--- src/rtl/fw_layer_sequencer_if.sv ---
// Bus bundle between fw_layer_sequencer and its environment (layer RAMs,
// shared feed_forward_node, output buffer, layer control).
//   master : the sequencer (drives o_*, samples i_*)
//   slave  : the environment (drives i_*, samples o_*)
// Signals: i_start, o_busy, o_done, o_error (layer control);
//          o_rd_en, o_data_addr, o_weight_addr (RAM read side);
//          o_node_valid, i_node_result, i_node_valid (node side);
//          o_result, o_result_addr, o_result_valid (output buffer write).
interface fw_layer_sequencer_if #(
  parameter int unsigned DATA_WIDTH        = 32,
  parameter int unsigned DATA_ADDR_WIDTH   = 6,
  parameter int unsigned WEIGHT_ADDR_WIDTH = 11,
  parameter int unsigned RESULT_ADDR_WIDTH = 5
) ();

  logic                         i_start;
  logic                         o_busy;
  logic                         o_done;
  logic                         o_error;
  logic                         o_rd_en;
  logic [DATA_ADDR_WIDTH-1:0]   o_data_addr;
  logic [WEIGHT_ADDR_WIDTH-1:0] o_weight_addr;
  logic                         o_node_valid;
  logic [DATA_WIDTH-1:0]        i_node_result;
  logic                         i_node_valid;
  logic [DATA_WIDTH-1:0]        o_result;
  logic [RESULT_ADDR_WIDTH-1:0] o_result_addr;
  logic                         o_result_valid;

  modport master (
    input  i_start, i_node_result, i_node_valid,
    output o_busy, o_done, o_error, o_rd_en, o_data_addr, o_weight_addr,
           o_node_valid, o_result, o_result_addr, o_result_valid
  );

  modport slave (
    output i_start, i_node_result, i_node_valid,
    input  o_busy, o_done, o_error, o_rd_en, o_data_addr, o_weight_addr,
           o_node_valid, o_result, o_result_addr, o_result_valid
  );

endinterface

--- src/rtl/fw_layer_sequencer.sv ---
// Layer sequencer: time-multiplexes one feed_forward_node over all output
// neurons of a layer. For each neuron j it issues N reads (data addr i,
// weight addr j*N+i via a running pointer), marks the returned words valid
// for the node one cycle later, waits for the node result and writes it to
// the output buffer at address j.
// Ports: clk, rst_n (async active-low), bus (fw_layer_sequencer_if.master).
// Optional build macro FW_SEQ_TIMEOUT_EN: adds a WAIT-state watchdog of
// TIMEOUT_CYCLES that flags o_error and ends the layer early.
module fw_layer_sequencer #(
  parameter int unsigned DATA_WIDTH            = 32,
  parameter int unsigned NUMBER_OF_INPUT_NODE  = 33,
  parameter int unsigned NUMBER_OF_OUTPUT_NODE = 32,
  parameter int unsigned DATA_ADDR_WIDTH       = 6,
  parameter int unsigned WEIGHT_ADDR_WIDTH     = 11,
  parameter int unsigned RESULT_ADDR_WIDTH     = 5,
  parameter int unsigned TIMEOUT_CYCLES        = 1024
) (
  input logic                  clk,
  input logic                  rst_n,
  fw_layer_sequencer_if.master bus
);

  localparam logic [DATA_ADDR_WIDTH-1:0]   LAST_I =
    DATA_ADDR_WIDTH'(NUMBER_OF_INPUT_NODE - 1);
  localparam logic [RESULT_ADDR_WIDTH-1:0] LAST_J =
    RESULT_ADDR_WIDTH'(NUMBER_OF_OUTPUT_NODE - 1);

  // Elaboration-time sanity check of the configuration.
  if ((NUMBER_OF_INPUT_NODE < 1) || (NUMBER_OF_OUTPUT_NODE < 1) ||
      (TIMEOUT_CYCLES < 1) ||
      ((64'(1) << DATA_ADDR_WIDTH) < 64'(NUMBER_OF_INPUT_NODE)) ||
      ((64'(1) << RESULT_ADDR_WIDTH) < 64'(NUMBER_OF_OUTPUT_NODE)) ||
      ((64'(1) << WEIGHT_ADDR_WIDTH) <
       (64'(NUMBER_OF_INPUT_NODE) * 64'(NUMBER_OF_OUTPUT_NODE)))) begin : g_bad_cfg
    $error("fw_layer_sequencer: invalid parameter configuration");
  end

  typedef enum logic [1:0] {
    S_IDLE  = 2'd0,
    S_ISSUE = 2'd1,
    S_WAIT  = 2'd2,
    S_DONE  = 2'd3
  } state_t;

  state_t                       state_q, state_d;
  logic [DATA_ADDR_WIDTH-1:0]   i_q, i_d;
  logic [WEIGHT_ADDR_WIDTH-1:0] w_q, w_d;
  logic [RESULT_ADDR_WIDTH-1:0] j_q, j_d;
  logic                         capture_c;
  logic                         start_ok_c;
  logic                         fault_c;

  logic                         busy_q;
  logic                         done_q;
  logic                         rd_en_q;
  logic                         node_valid_q;
  logic [DATA_WIDTH-1:0]        result_q;
  logic [RESULT_ADDR_WIDTH-1:0] result_addr_q;
  logic                         result_valid_q;
  logic                         error_q;

`ifdef FW_SEQ_TIMEOUT_EN
  localparam int unsigned WD_W = (TIMEOUT_CYCLES > 1) ? $clog2(TIMEOUT_CYCLES) : 1;
  localparam logic [WD_W-1:0] LAST_WD = WD_W'(TIMEOUT_CYCLES - 1);

  logic [WD_W-1:0] wd_q;

  // Watchdog: counts WAIT cycles, restarts from zero on every WAIT entry.
  always_ff @(posedge clk or negedge rst_n) begin
    if (!rst_n) begin
      wd_q <= '0;
    end else if (state_q != S_WAIT) begin
      wd_q <= '0;
    end else begin
      wd_q <= wd_q + WD_W'(1);
    end
  end
`endif

  // State register.
  always_ff @(posedge clk or negedge rst_n) begin
    if (!rst_n) begin
      state_q <= S_IDLE;
    end else begin
      state_q <= state_d;
    end
  end

  // Next-state and counter update logic.
  always_comb begin
    state_d    = state_q;
    i_d        = i_q;
    w_d        = w_q;
    j_d        = j_q;
    capture_c  = 1'b0;
    start_ok_c = 1'b0;
    // A node result outside WAIT is a protocol fault; it is dropped.
    fault_c    = bus.i_node_valid && (state_q != S_WAIT);

    case (state_q)
      S_IDLE: begin
        if (bus.i_start) begin
          start_ok_c = 1'b1;
          state_d    = S_ISSUE;
          i_d        = '0;
          w_d        = '0;
          j_d        = '0;
        end
      end
      S_ISSUE: begin
        if (i_q == LAST_I) begin
          state_d = S_WAIT;
        end else begin
          i_d = i_q + DATA_ADDR_WIDTH'(1);
          w_d = w_q + WEIGHT_ADDR_WIDTH'(1);
        end
      end
      S_WAIT: begin
        if (bus.i_node_valid) begin
          capture_c = 1'b1;
          if (j_q == LAST_J) begin
            state_d = S_DONE;
          end else begin
            // Weight pointer keeps running across neurons: j*N+i without a multiply.
            state_d = S_ISSUE;
            j_d     = j_q + RESULT_ADDR_WIDTH'(1);
            i_d     = '0;
            w_d     = w_q + WEIGHT_ADDR_WIDTH'(1);
          end
        end
`ifdef FW_SEQ_TIMEOUT_EN
        else if (wd_q == LAST_WD) begin
          fault_c = 1'b1;
          state_d = S_DONE;
        end
`endif
      end
      S_DONE: begin
        state_d = S_IDLE;
      end
      default: begin
        state_d = S_IDLE;
      end
    endcase
  end

  // Counters and registered outputs; strobes are decoded from the next state.
  always_ff @(posedge clk or negedge rst_n) begin
    if (!rst_n) begin
      i_q            <= '0;
      w_q            <= '0;
      j_q            <= '0;
      busy_q         <= 1'b0;
      done_q         <= 1'b0;
      rd_en_q        <= 1'b0;
      node_valid_q   <= 1'b0;
      result_q       <= '0;
      result_addr_q  <= '0;
      result_valid_q <= 1'b0;
      error_q        <= 1'b0;
    end else begin
      i_q            <= i_d;
      w_q            <= w_d;
      j_q            <= j_d;
      busy_q         <= (state_d != S_IDLE);
      done_q         <= (state_d == S_DONE);
      rd_en_q        <= (state_d == S_ISSUE);
      // RAM words come back one cycle after the read strobe.
      node_valid_q   <= rd_en_q;
      result_valid_q <= capture_c;
      if (capture_c) begin
        result_q      <= bus.i_node_result;
        result_addr_q <= j_q;
      end
      // Fault wins over the clear so a fault coinciding with a start is kept.
      if (fault_c) begin
        error_q <= 1'b1;
      end else if (start_ok_c) begin
        error_q <= 1'b0;
      end
    end
  end

  assign bus.o_busy         = busy_q;
  assign bus.o_done         = done_q;
  assign bus.o_error        = error_q;
  assign bus.o_rd_en        = rd_en_q;
  assign bus.o_data_addr    = i_q;
  assign bus.o_weight_addr  = w_q;
  assign bus.o_node_valid   = node_valid_q;
  assign bus.o_result       = result_q;
  assign bus.o_result_addr  = result_addr_q;
  assign bus.o_result_valid = result_valid_q;

endmodule

--- src/flat_wrapper.sv ---
// flat-port wrapper written by rule: the top's interface ports become plain ports
module fw_layer_sequencer_flat 
#(
  parameter int unsigned DATA_WIDTH            = 32,
  parameter int unsigned NUMBER_OF_INPUT_NODE  = 33,
  parameter int unsigned NUMBER_OF_OUTPUT_NODE = 32,
  parameter int unsigned DATA_ADDR_WIDTH       = 6,
  parameter int unsigned WEIGHT_ADDR_WIDTH     = 11,
  parameter int unsigned RESULT_ADDR_WIDTH     = 5,
  parameter int unsigned TIMEOUT_CYCLES        = 1024
)
  (clk, rst_n, bus_i_start, bus_i_node_result, bus_i_node_valid, bus_o_busy, bus_o_done, bus_o_error, bus_o_rd_en, bus_o_data_addr, bus_o_weight_addr, bus_o_node_valid, bus_o_result, bus_o_result_addr, bus_o_result_valid);
  fw_layer_sequencer_if #(.DATA_WIDTH(DATA_WIDTH), .DATA_ADDR_WIDTH(DATA_ADDR_WIDTH), .WEIGHT_ADDR_WIDTH(WEIGHT_ADDR_WIDTH), .RESULT_ADDR_WIDTH(RESULT_ADDR_WIDTH)) bus_i ();
  input logic clk;
  input logic rst_n;
  input wire logic [$bits(bus_i.i_start)-1:0] bus_i_start;
  input wire logic [$bits(bus_i.i_node_result)-1:0] bus_i_node_result;
  input wire logic [$bits(bus_i.i_node_valid)-1:0] bus_i_node_valid;
  output wire logic [$bits(bus_i.o_busy)-1:0] bus_o_busy;
  output wire logic [$bits(bus_i.o_done)-1:0] bus_o_done;
  output wire logic [$bits(bus_i.o_error)-1:0] bus_o_error;
  output wire logic [$bits(bus_i.o_rd_en)-1:0] bus_o_rd_en;
  output wire logic [$bits(bus_i.o_data_addr)-1:0] bus_o_data_addr;
  output wire logic [$bits(bus_i.o_weight_addr)-1:0] bus_o_weight_addr;
  output wire logic [$bits(bus_i.o_node_valid)-1:0] bus_o_node_valid;
  output wire logic [$bits(bus_i.o_result)-1:0] bus_o_result;
  output wire logic [$bits(bus_i.o_result_addr)-1:0] bus_o_result_addr;
  output wire logic [$bits(bus_i.o_result_valid)-1:0] bus_o_result_valid;
  assign bus_i.i_start = bus_i_start;
  assign bus_i.i_node_result = bus_i_node_result;
  assign bus_i.i_node_valid = bus_i_node_valid;
  assign bus_o_busy = bus_i.o_busy;
  assign bus_o_done = bus_i.o_done;
  assign bus_o_error = bus_i.o_error;
  assign bus_o_rd_en = bus_i.o_rd_en;
  assign bus_o_data_addr = bus_i.o_data_addr;
  assign bus_o_weight_addr = bus_i.o_weight_addr;
  assign bus_o_node_valid = bus_i.o_node_valid;
  assign bus_o_result = bus_i.o_result;
  assign bus_o_result_addr = bus_i.o_result_addr;
  assign bus_o_result_valid = bus_i.o_result_valid;
  fw_layer_sequencer #(.DATA_WIDTH(DATA_WIDTH), .NUMBER_OF_INPUT_NODE(NUMBER_OF_INPUT_NODE), .NUMBER_OF_OUTPUT_NODE(NUMBER_OF_OUTPUT_NODE), .DATA_ADDR_WIDTH(DATA_ADDR_WIDTH), .WEIGHT_ADDR_WIDTH(WEIGHT_ADDR_WIDTH), .RESULT_ADDR_WIDTH(RESULT_ADDR_WIDTH), .TIMEOUT_CYCLES(TIMEOUT_CYCLES)) u_core (.clk(clk), .rst_n(rst_n), .bus(bus_i));
endmodule
--- config.mk ---
export PLATFORM = sky130hd
export DESIGN_NAME = fw_layer_sequencer_flat
export DESIGN_NICKNAME = d
export VERILOG_FILES = /design/src/rtl/fw_layer_sequencer_if.sv /design/src/rtl/fw_layer_sequencer.sv /design/src/flat_wrapper.sv
export SDC_FILE = /design/constraint.sdc
export NUM_CORES = 1
export LEC_CHECK = 0
export ABC_AREA = 1
export BUFFER_PORTS_ARGS = -buffer_cell sky130_fd_sc_hd__buf_2
export CORE_MARGIN = 1.5
export CORE_UTILIZATION = 46
export DETAILED_ROUTE_END_ITERATION = 8
export HOLD_SLACK_MARGIN = 0.1
export PLACE_DENSITY = 0.76
export SKIP_CTS_REPAIR_TIMING = 1
export SLEW_MARGIN = 40
export SYNTH_ARGS = -nofsm -noshare
export SYNTH_HDL_FRONTEND = slang
export SYNTH_SLANG_ARGS = --single-unit
--- constraint.sdc ---
create_clock -name clk -period 1.8 [get_ports clk]
set_clock_uncertainty 0.15 [all_clocks]
set_input_delay 0.09 -clock clk [delete_from_list [all_inputs] [get_ports clk]]
set_output_delay 0.09 -clock clk [all_outputs]
set_load 0.01 [all_outputs]
# Word level (Yosys, flattened, before mapping)
# Index checks and enable logic that the tools add are counted.
# totals
regBits	67
input_bits	36
output_inout_bits	60
word_cells	60
# classes
addsub	3
n_eq_ne	12
mux	25
n_reduce_logical	8
# ops
op	n
11-bit two-way mux	4
11-bit case mux with 3 select lines	1
6-bit two-way mux	4
6-bit case mux with 3 select lines	1
5-bit two-way mux	3
11-bit by 1-bit adder with 11-bit output, second input constant	1
2-bit inequality test, second input constant	5
5-bit case mux with 2 select lines	1
2-bit two-way mux	4
2-bit case mux with 4 select lines	1
6-bit by 1-bit adder with 6-bit output, second input constant	1
2-bit equality test, second input constant	3
6-bit equality test, second input constant	1
1-bit two-way mux	6
2-bit nonzero test	3
5-bit by 1-bit adder with 5-bit output, second input constant	1
5-bit equality test, second input constant	1
5-bit AND reduction	1
2-bit by 1-bit equality test with 1-bit output, second input constant	2
4-bit AND reduction	1
3-bit nonzero test	1
2-bit logical NOT	1
1-bit logical AND	1

# Depth between registers and ports, before layout
# Gate-level depths: netlist of run 1.
# logic_depth
word_depth	5
ltp_mapped	12
depth_no_buf	11

# Worst setup path after synthesis of run 1
# OpenSTA, ideal clock, no wires.
# synth_timing
path_type	reg-to-reg
start	register u_core.j_q[0]
end	register u_core.w_q[2] (netlist: u_core.bus.o_weight_addr[2])
setup_time_ns	0.117
arrival_ns	1.610
t_required_ns	1.533
slack_ns	-0.077
stages_incl_launch_ff	12
path_buffers	1
synth_period_minus_slack_ns	1.877
path_cell_list	dfrtp_1 ha_1 nand2_1 nor2_1 ha_1 nand2_1 inv_2 nor2_4 nand3_4 buf_2 nand3_1 nand2_1
# synth_via
elab_chain_cells	3
# synth_rtl
element	line_no	source
start: declaration	fw_layer_sequencer.sv:48	logic [RESULT_ADDR_WIDTH-1:0] j_q, j_d;
start signal: assignment	fw_layer_sequencer.sv:164	j_q <= j_d;
5-bit equality test	fw_layer_sequencer.sv:121	if (j_q == LAST_J) begin
2-bit inequality test (no source line)	-	
5-bit AND reduction (no source line)	-	
end signal: assignment	fw_layer_sequencer.sv:163	w_q <= w_d;
end: declaration	fw_layer_sequencer.sv:47	logic [WEIGHT_ADDR_WIDTH-1:0] w_q, w_d;
# Every way passes these cells.
# A chain may end at the register's enable or synchronous reset.

# Worst setup path after layout of run 1
# layout_timing
start	register u_core.j_q[1]
end	register u_core.w_q[8] (netlist: u_core.bus.o_weight_addr[8])
# Same word-level chain as after synthesis.

==> impl_metrics.json, run 1 <==
{
  "violations": "design-rule violations, negative setup slack",
  "drtAntennaViolNets": 0,
  "synthToLayoutAreaGrowth_pct": 43.4,
  "wirelength_um": 8420,
  "nFillCells": 464,
  "crit_buf_inv": 2,
  "grt_max_degree": 68,
  "start_util": 0.484,
  "avgSynthCellArea_sq_um": 8.31,
  "synth_seq_cells": 67,
  "synth_top_area_cell": "dfrtp_1",
  "ys_async_sr_fraction": 1.00,
  "synth_common_cells": "nand2_1 (177), dfrtp_1 (67), nand3_1 (34)",
  "r2r_slack_ns": -0.1,
  "clkSinkCount": 67,
  "clockBufferDepth": 2,
  "clockRootBuffer": "clkbuf_8",
  "die_area_sq_um": 7260,
  "post-synth-top-count-cell": "nand2_1",
  "htreeDepth": 3,
  "ys_seq_area_frac": 0.539,
  "vdd_drop_max_uv": 913,
  "cp_top_family": "simple AND/OR/NAND/NOR gates",
  "vias": 3029,
  "cts_tree": "done",
  "max_slew_margin": 0.752,
  "grt_pass1_wl_um": 11400,
  "synthDominantCellAreaShare": 0.539,
  "synthTopCellsByArea": "dfrtp_1 (54%), nand2_1 (21%), nand3_1 (5.5%)",
  "synthDistinctLibCells": 26,
  "cpPeakStageDelay_ns": 0.39,
  "synth_edf_count": 0,
  "netlist_instances": 374,
  "drv_cap": 0,
  "worst_slack_ns": -0.0987,
  "r2r_cells": 11,
  "status": "complete, but fails checks",
  "endpoint_kind": "flip-flop",
  "worst_pin_slew_ns": 0.371,
  "rsz0062_at_grt": "true",
  "antenna_cells": 0,
  "critPathMaxFanout": 5,
  "crit_path_cell_trace": "ha_2 > nand2_2 > nor2_2 > ha_4 > nand2_2 > inv_2 > nor2_4 > nand3_4 > clkbuf_16 > nand3_1 > nand2_1",
  "post-place-ws_ns": -0.0340,
  "hold_viol": 0,
  "critical_path_class": "flip-flop to flip-flop",
  "holdCritPathClass": "input pin to async pin",
  "setup_viol": 16,
  "syn-num-nets": 418,
  "critPathLaunchType": "flip-flop",
  "port_buffers": 95,
  "dr.pass1.iters": 7,
  "min_period_ns": 1.90,
  "reg2reg_to": "u_core.bus.o_weight_addr[8]",
  "place_congestion": 0.832,
  "grt_antenna_before_repair": 0,
  "drc": 14,
  "whs_ns": 0.163,
  "std_cell_rows": 29,
  "pwr_density_cell_nw_per_um2": 973,
  "crit_cells": 11,
  "crit_arrival_ns": 1.99,
  "die_w_um": 85.2,
  "final_nets": 566,
  "timing.final.crit_share": 1.05,
  "via_per_inst": 5.01,
  "die_h_um": 85.2,
  "cts_buffers": 9,
  "worstReg2RegStart": "u_core.j_q[1]",
  "slew_viol_final": 0,
  "drtIter0Drc": 150,
  "clk_latency_ns": 0.34,
  "hpwl_um": 4970,
  "leakage_uw": 0.00254,
  "routedWlPerCell_um": 13.9,
  "cp.required_ns": 1.89,
  "clkTransAtPathRegs_ns": 0.07,
  "synthFlopType": "dfrtp_1",
  "yosysWarnings": 0,
  "netlist_area_sq_um": 3110,
  "critPathSlowestCell": "dfrtp_1",
  "cp_common_cell": "nand2_2",
  "track_usage": 0.198,
  "grt_pass1_vias": 2586,
  "grt_overflow_total": 0,
  "core_sq_um": 6420,
  "max_freq_ghz": 0.527,
  "pin_count": 96,
  "drive_above_1_share": 0.309
}
==> final cells by class <==
| cell class | instances | area, sq um | area share |
|---|---|---|---|
| inverter | 25 | 93.8 | 0.0210 |
| tap | 77 | 96.3 | 0.0216 |
| multi-input combinational | 271 | 1380 | 0.310 |
| timing repair buffer | 148 | 1010 | 0.226 |
| sequential | 67 | 1680 | 0.376 |
| clock buffer | 9 | 124 | 0.0278 |
| clock inverter | 7 | 76.3 | 0.0171 |
==> report_power, final <==
group | total, uW | switching [uW] | internal, uW
logic | 1390 | 840 | 550
registers | 1700 | 92.6 | 1610
clock network | 1250 | 600 | 648
total | 4340 | 1530 | 2800
==> metrics by stage <==
stage               utilization  instance area, sq um  setup TNS, ns  std cells  total power, uW
floorplan                     -                  3120              0        374             2430
global placement          0.581                  3730              0        548             2760
detailed placement        0.581                  3730         -0.340        548             2780
CTS                       0.613                  3930         -0.497        564             4030
global route              0.694                  4460          -2.32        604             4590
finish                    0.694                  4460          -1.08        604             4340
==> cell usage in the layout (no fill, tap or decap), types with 2 or more instances in the layout <==
cell / Yosys / layout
nand2_1: 177 / 173
buf_2: 5 / 95
dfrtp_1: 67 / 67
dlygate4sd3_1: 0 / 35
inv_1: 22 / 22
nand3_1: 34 / 22
nor2_1: 18 / 17
nand3_2: 2 / 14
buf_4: 1 / 12
clkbuf_8: 0 / 9
o21ai_0: 9 / 7
ha_1: 8 / 5
nand2_2: 0 / 4
xor2_1: 4 / 4
inv_2: 3 / 3
nand4_1: 3 / 3
xnor2_1: 3 / 3
buf_6: 2 / 3
nor2_2: 1 / 2
a21oi_1: 2 / 2
nand3_4: 2 / 2
ha_2: 0 / 2
inv_6: 0 / 2
clkinvlp_4: 0 / 2
==> logic make-up after synthesis <==
logic type	synth area share
DFF	0.539
xor gates and xnor gates	0.0197
buffers and inverters	0.0527
AOI/OAI and AO/OA	0.0306
and+or+nand+nor	0.326
adders and majority gates	0.0322
==> flip-flops by register name, summed over array words and instances, names as in the netlist <==
name and flops:
u_core.bus.o_result 32, u_core.bus.o_result_valid 1, u_core.bus.o_rd_en 1, u_core.bus.o_error 1, u_core.bus.o_data_addr 6, u_core.bus.o_done 1
u_core.j_q 5, u_core.bus.o_result_addr 5, u_core.bus.o_node_valid 1, u_core.state_q 2, u_core.bus.o_weight_addr 11, u_core.bus.o_busy 1
==> metal layers <==
metal | wire (um) | GRT usage | part of all wire | vias up
met4 | 192 | 0.0849 | 0.023 | 0
met3 | 602 | 0.0389 | 0.072 | 18
met1 | 3550 | 0.255 | 0.42 | 1423
li1 | - | - | - | 1467
met2 | 4080 | 0.328 | 0.48 | 121
met5 | 0 | 0 | 0 | -
==> worst max path at each step <==
stage / from / to / slack (ns)
finish: u_core.j_q[1] / u_core.bus.o_weight_addr[8] / -0.1
global route: u_core.j_q[1] / u_core.bus.o_weight_addr[3] / -0.17
CTS: u_core.j_q[0] / u_core.bus.o_weight_addr[3] / -0.05
detailed placement: u_core.j_q[0] / u_core.bus.o_data_addr[1] / -0.03
global placement: u_core.j_q[0] / u_core.bus.o_weight_addr[10] / 0.03
floorplan: u_core.j_q[0] / u_core.bus.o_data_addr[0] / 0.004
==> worst min-delay path, cell delays in order <==
cell and delay (ns):
dlygate4sd3_1 0.54, buf_2 0.13, buf_12 0.30
Power figures use the tool's default switching activity.
==> run 2: changes to the inputs <==
--- a/config.mk
+++ b/config.mk
@@ -8,10 +8,10 @@
 export ABC_AREA = 1
 export BUFFER_PORTS_ARGS = -buffer_cell sky130_fd_sc_hd__buf_2
 export CORE_MARGIN = 1.5
-export CORE_UTILIZATION = 46
+export CORE_UTILIZATION = 51
 export DETAILED_ROUTE_END_ITERATION = 8
 export HOLD_SLACK_MARGIN = 0.1
-export PLACE_DENSITY = 0.76
+export PLACE_DENSITY = 0.8
 export SKIP_CTS_REPAIR_TIMING = 1
 export SLEW_MARGIN = 40
 export SYNTH_ARGS = -nofsm -noshare
==> constraint.sdc (replaced) <==
create_clock -name clk -period 2.07 [get_ports clk]
set_clock_uncertainty 0.15 [all_clocks]
set_input_delay 0.1035 -clock clk [delete_from_list [all_inputs] [get_ports clk]]
set_output_delay 0.1035 -clock clk [all_outputs]
set_load 0.01 [all_outputs]
==> impl_metrics.json, run 2 (same netlist as run 1, synthesis figures left out) <==
{
  "cts_buffers": 9,
  "place_congestion": 0.789,
  "drive_above_1_share": 0.258,
  "met2_length_um": 3860,
  "largest_register_ffs": 32,
  "die_w_um": 81.1,
  "leakage_uw": 0.00249,
  "final_util": 0.721,
  "clockBufferDepth": 2,
  "hpwl_um": 4990,
  "grt_pass1_wl_um": 10700,
  "post-place-ws_ns": 0.0684,
  "clkSinkCount": 67,
  "std_cell_rows": 28,
  "layoutNonFillerInstCount": 595,
  "endpoint_kind": "flip-flop",
  "grt_antenna_before_repair": 0,
  "final_nets": 559,
  "critical_path_class": "flip-flop to flip-flop",
  "dpl_cell_area_sq_um": 3670,
  "clk_latency_ns": 0.33,
  "drtIter0Drc": 126,
  "max_slew_margin": 0.632,
  "met3WireLength_um": 591,
  "slew_viol_final": 0,
  "grt_overflow_total": 0,
  "top_layer": "met4",
  "critPathLaunchType": "flip-flop",
  "drv_cap": 0,
  "final_area_sq_um": 4270,
  "layout_common_cells": "nand2_1 (177), buf_2 (95), dfrtp_1 (67), dlygate4sd3_1 (36), nand3_1 (34)",
  "die_h_um": 81.1,
  "clkTransAtPathRegs_ns": 0.07,
  "grt_pass1_vias": 2379,
  "antenna_cells": 0,
  "timing.final.crit_share": 0.959,
  "worst_pin_slew_ns": 0.552,
  "layout_commonest_cell": "nand2_1",
  "pin_count": 96,
  "dp.cells": 539,
  "vdd_drop_max_uv": 553,
  "status": "finished, final reports clean",
  "dr.pass1.iters": 4,
  "clockRootBuffer": "clkbuf_8",
  "r2r_cells": 11,
  "crit_arrival_ns": 2.06,
  "whs_ns": 0.149,
  "via_per_inst": 4.96,
  "track_usage": 0.216,
  "drc": 0,
  "pwr_density_cell_nw_per_um2": 826,
  "cts_tree": "done",
  "wirelength_um": 7940,
  "routedWlPerCell_um": 13.3,
  "critPathMaxFanout": 11,
  "drt-met1-wl_um": 3400,
  "synthToLayoutAreaGrowth_pct": 37.3,
  "core_sq_um": 5920,
  "vias": 2949,
  "setup_viol": 0,
  "min_period_ns": 1.99,
  "holdCritPathClass": "input pin to async pin",
  "htreeDepth": 3,
  "worst_slack_ns": 0.0844,
  "start_util": 0.525,
  "die_area_sq_um": 6570,
  "drtAntennaViolNets": 0,
  "hold_viol": 0,
  "grt_max_degree": 47,
  "cp.required_ns": 2.14,
  "max_freq_ghz": 0.504,
  "port_buffers": 95
}
[run 2: changes by cell type in the layout (fill, tap and decap cells not counted), moves of 3 or more]
cell / delta
nand2_2: -4
buf_4: -3
nand3_2: -12
nand2_1: +4
nand3_1: +12
ha_1: +3
[run 2: layout make-up]
class | count | area (sq um)
inverter | 25 | 93.8
clock inverter | 7 | 68.8
sequential | 67 | 1680
fill | 422 | 1650
multi-input combinational | 270 | 1280
clock buffer | 9 | 124
tap | 75 | 93.8
timing repair buffer | 142 | 935
[run 2: metal layers]
| layer | vias to the layer above | global-route usage |
|---|---|---|
| li1 | 1446 | - |
| met1 | 1374 | 0.262 |
| met2 | 117 | 0.358 |
| met3 | 12 | 0.0708 |
| met4 | 0 | 0.0828 |
| met5 | - | 0 |
[run 2: final timing paths]
check | end | startpoint | slack [ns]
max in group asynchronous | u_core.bus.o_result[7] | rst_n | 1.00
min in group clk | u_core.bus.o_node_valid | u_core.bus.o_rd_en | 0.23
min | u_core.bus.o_result_addr[0] | rst_n | 0.15
max | u_core.bus.o_weight_addr[1] | u_core.j_q[0] | 0.08
max reg2reg | u_core.bus.o_weight_addr[1] | u_core.j_q[0] | 0.08
min reg2reg | u_core.bus.o_node_valid | u_core.bus.o_rd_en | 0.23
[run 2: power breakdown]
group	total [uW]	switching (uW)	internal, uW
registers	1480	79.0	1400
clock network	1030	479	550
logic	1020	631	389
[run 2: per-stage QoR]
stage,setup TNS (ns),total power [uW]
2_1_floorplan,0,2110
3_3_place_gp,0,2350
3_5_place_dp,0,2380
4_1_cts,0,3410
5_1_grt,-0.122,3740
6_report,0,3530
[run 2: worst max-delay path: stages, from the launching register on]
cell and delay, ns:
dfrtp_1 0.42, ha_1 0.23, nand2_1 0.08, nor2_1 0.05, ha_1 0.23, nand2_1 0.10, inv_2 0.04, nor2_4 0.13
nand3_4 0.14, buf_6 0.18, nand3_1 0.07, nand2_1 0.06
==> run 3: changes to the inputs <==
--- a/config.mk
+++ b/config.mk
@@ -7,7 +7,6 @@
 export LEC_CHECK = 0
 export ABC_AREA = 1
 export BUFFER_PORTS_ARGS = -buffer_cell sky130_fd_sc_hd__buf_2
-export CORE_MARGIN = 1.5
 export CORE_UTILIZATION = 51
 export DETAILED_ROUTE_END_ITERATION = 8
 export HOLD_SLACK_MARGIN = 0.1
==> constraint.sdc (replaced) <==
create_clock -name clk -period 2.07 [get_ports clk]
set_clock_uncertainty 0.15 [all_clocks]
set_input_delay 0.1035 -clock clk [delete_from_list [all_inputs] [get_ports clk]]
set_output_delay 0.1035 -clock clk [all_outputs]
set_load 0.05 [all_outputs]
==> impl_metrics.json, run 3 (same netlist as run 1, synthesis figures left out) <==
{
  "vias": 3076,
  "via_per_inst": 5.15,
  "std_cell_rows": 28,
  "clockRootBuffer": "clkbuf_8",
  "critPathLaunchType": "flip-flop",
  "p_switching_uw": 1520,
  "max_freq_ghz": 0.490,
  "layout_common_cells": "nand2_1 (177), buf_2 (95), dfrtp_1 (67), dlygate4sd3_1 (36), nand3_1 (34)",
  "track_usage": 0.231,
  "vdd_drop_max_uv": 839,
  "pin_count": 96,
  "grt_antenna_before_repair": 0,
  "synthToLayoutAreaGrowth_pct": 40.3,
  "drtAntennaViolNets": 0,
  "p_int_uw": 2530,
  "hpwl_um": 5000,
  "drive_above_1_share": 0.268,
  "timing.final.crit_share": 0.986,
  "pwr_density_cell_nw_per_um2": 927,
  "endpoint_kind": "flip-flop",
  "critPathMaxFanout": 7,
  "pwr-share-clk": 0.298,
  "switching_share": 0.375,
  "grt_pass1_vias": 2532,
  "cts_buffers": 9,
  "critical_path_class": "flip-flop to flip-flop",
  "layout_commonest_cell": "nand2_1",
  "drv_cap": 0,
  "wirelength_um": 8590,
  "min_period_ns": 2.04,
  "port_buffers": 95,
  "holdCritPathClass": "input pin to async pin",
  "core_sq_um": 5890,
  "hold_viol": 0,
  "grt_max_degree": 46,
  "clockBufferDepth": 2,
  "setup_viol": 0,
  "slew_viol_final": 0,
  "leakage_uw": 0.00251,
  "crit_arrival_ns": 2.13,
  "start_util": 0.528,
  "largest_register_ffs": 32,
  "grt_overflow_total": 0,
  "antenna_cells": 0,
  "cp.required_ns": 2.16,
  "htreeDepth": 3,
  "clk_latency_ns": 0.35,
  "max_slew_margin": 0.624,
  "clkTransAtPathRegs_ns": 0.07,
  "nFillCells": 408,
  "place_congestion": 0.832,
  "dr.pass1.iters": 4,
  "worst_slack_ns": 0.0281,
  "die_h_um": 80.1,
  "pwr-share-comb": 0.337,
  "status": "finished, final reports clean",
  "final_nets": 561,
  "drtIter0Drc": 147,
  "grt_pass1_wl_um": 11200,
  "worst_pin_slew_ns": 0.564,
  "post-place-ws_ns": 0.0435,
  "cts_tree": "done",
  "die_w_um": 80.1,
  "routedWlPerCell_um": 14.4,
  "total_power_uw": 4040,
  "setup_tns_ns": 0,
  "drc": 0,
  "p_seq_frac": 0.365,
  "clkSinkCount": 67,
  "die_area_sq_um": 6410
}
[run 3: cell types whose count changed in the layout (fill, tap and decap cells not counted), sizes merged]
cell and delta:
clkinvlp +1, inv +2, clkbuf +1, nand2 +1
clkinv -4, bufinv +1
[run 3: metal layers]
layer	wire length [um]	part of all wire	up-vias	track usage
li1	-	-	1452	-
met1	3500	0.41	1443	0.285
met2	4120	0.48	154	0.374
met3	752	0.088	27	0.0750
met4	216	0.025	0	0.0946
met5	0	0	-	0
[run 3: cell type report]
cell class	count	area (sq um)	share of cell area
clock inverters	7	100	0.0229
clock buffers	9	124	0.0284
flip-flops and latches	67	1680	0.384
multi-input cells	271	1300	0.298
repair buffers	143	976	0.224
inverters	25	93.8	0.0215
well taps	75	93.8	0.0215
[run 3: path summary, 6_finish.rpt]
kind / start / end / slack (ns) / depth (start not counted)
max in group asynchronous: rst_n / u_core.bus.o_result[20] / 1.02 / 3
setup / recovery: u_core.j_q[0] / u_core.bus.o_weight_addr[3] / 0.03 / 11
min in group clk: u_core.bus.o_rd_en / u_core.bus.o_node_valid / 0.24 / 0
hold / removal: rst_n / u_core.bus.o_result[0] / 0.13 / 2
hold reg to reg: u_core.bus.o_rd_en / u_core.bus.o_node_valid / 0.24 / 0
setup reg to reg: u_core.j_q[0] / u_core.bus.o_weight_addr[3] / 0.03 / 11
[run 3: power by group through the flow]
stage	Combinational (uW)	Sequential, uW	Clock, uW
2_1_floorplan	582	1750	0
4_1_cts	1120	1480	1230
5_1_grt	1470	1490	1290
3_3_place_gp	1080	1500	0
3_5_place_dp	1120	1500	0
6_report	1360	1480	1210
[run 3: critical path: stages (launching register included)]
cell,delay [ns]
dfrtp_1,0.43
ha_2,0.20
nand2_1,0.08
nor2_1,0.05
ha_2,0.20
nand2_1,0.08
inv_2,0.05
nor2_4,0.12
nand3_4,0.18
clkbuf_16,0.21
nand3_1,0.10
nand2_1,0.08
[run 3: per-stage QoR]
stage	hold WS (ns)	cell area, sq um	util	std cells
floorplan	-0.342	3110	-	374
global placement	-0.0370	3690	0.626	539
detailed placement	-0.0314	3690	0.626	539
CTS	-0.414	3910	0.664	555
global route	0.171	4360	0.741	597
finish	0.126	4360	0.741	597
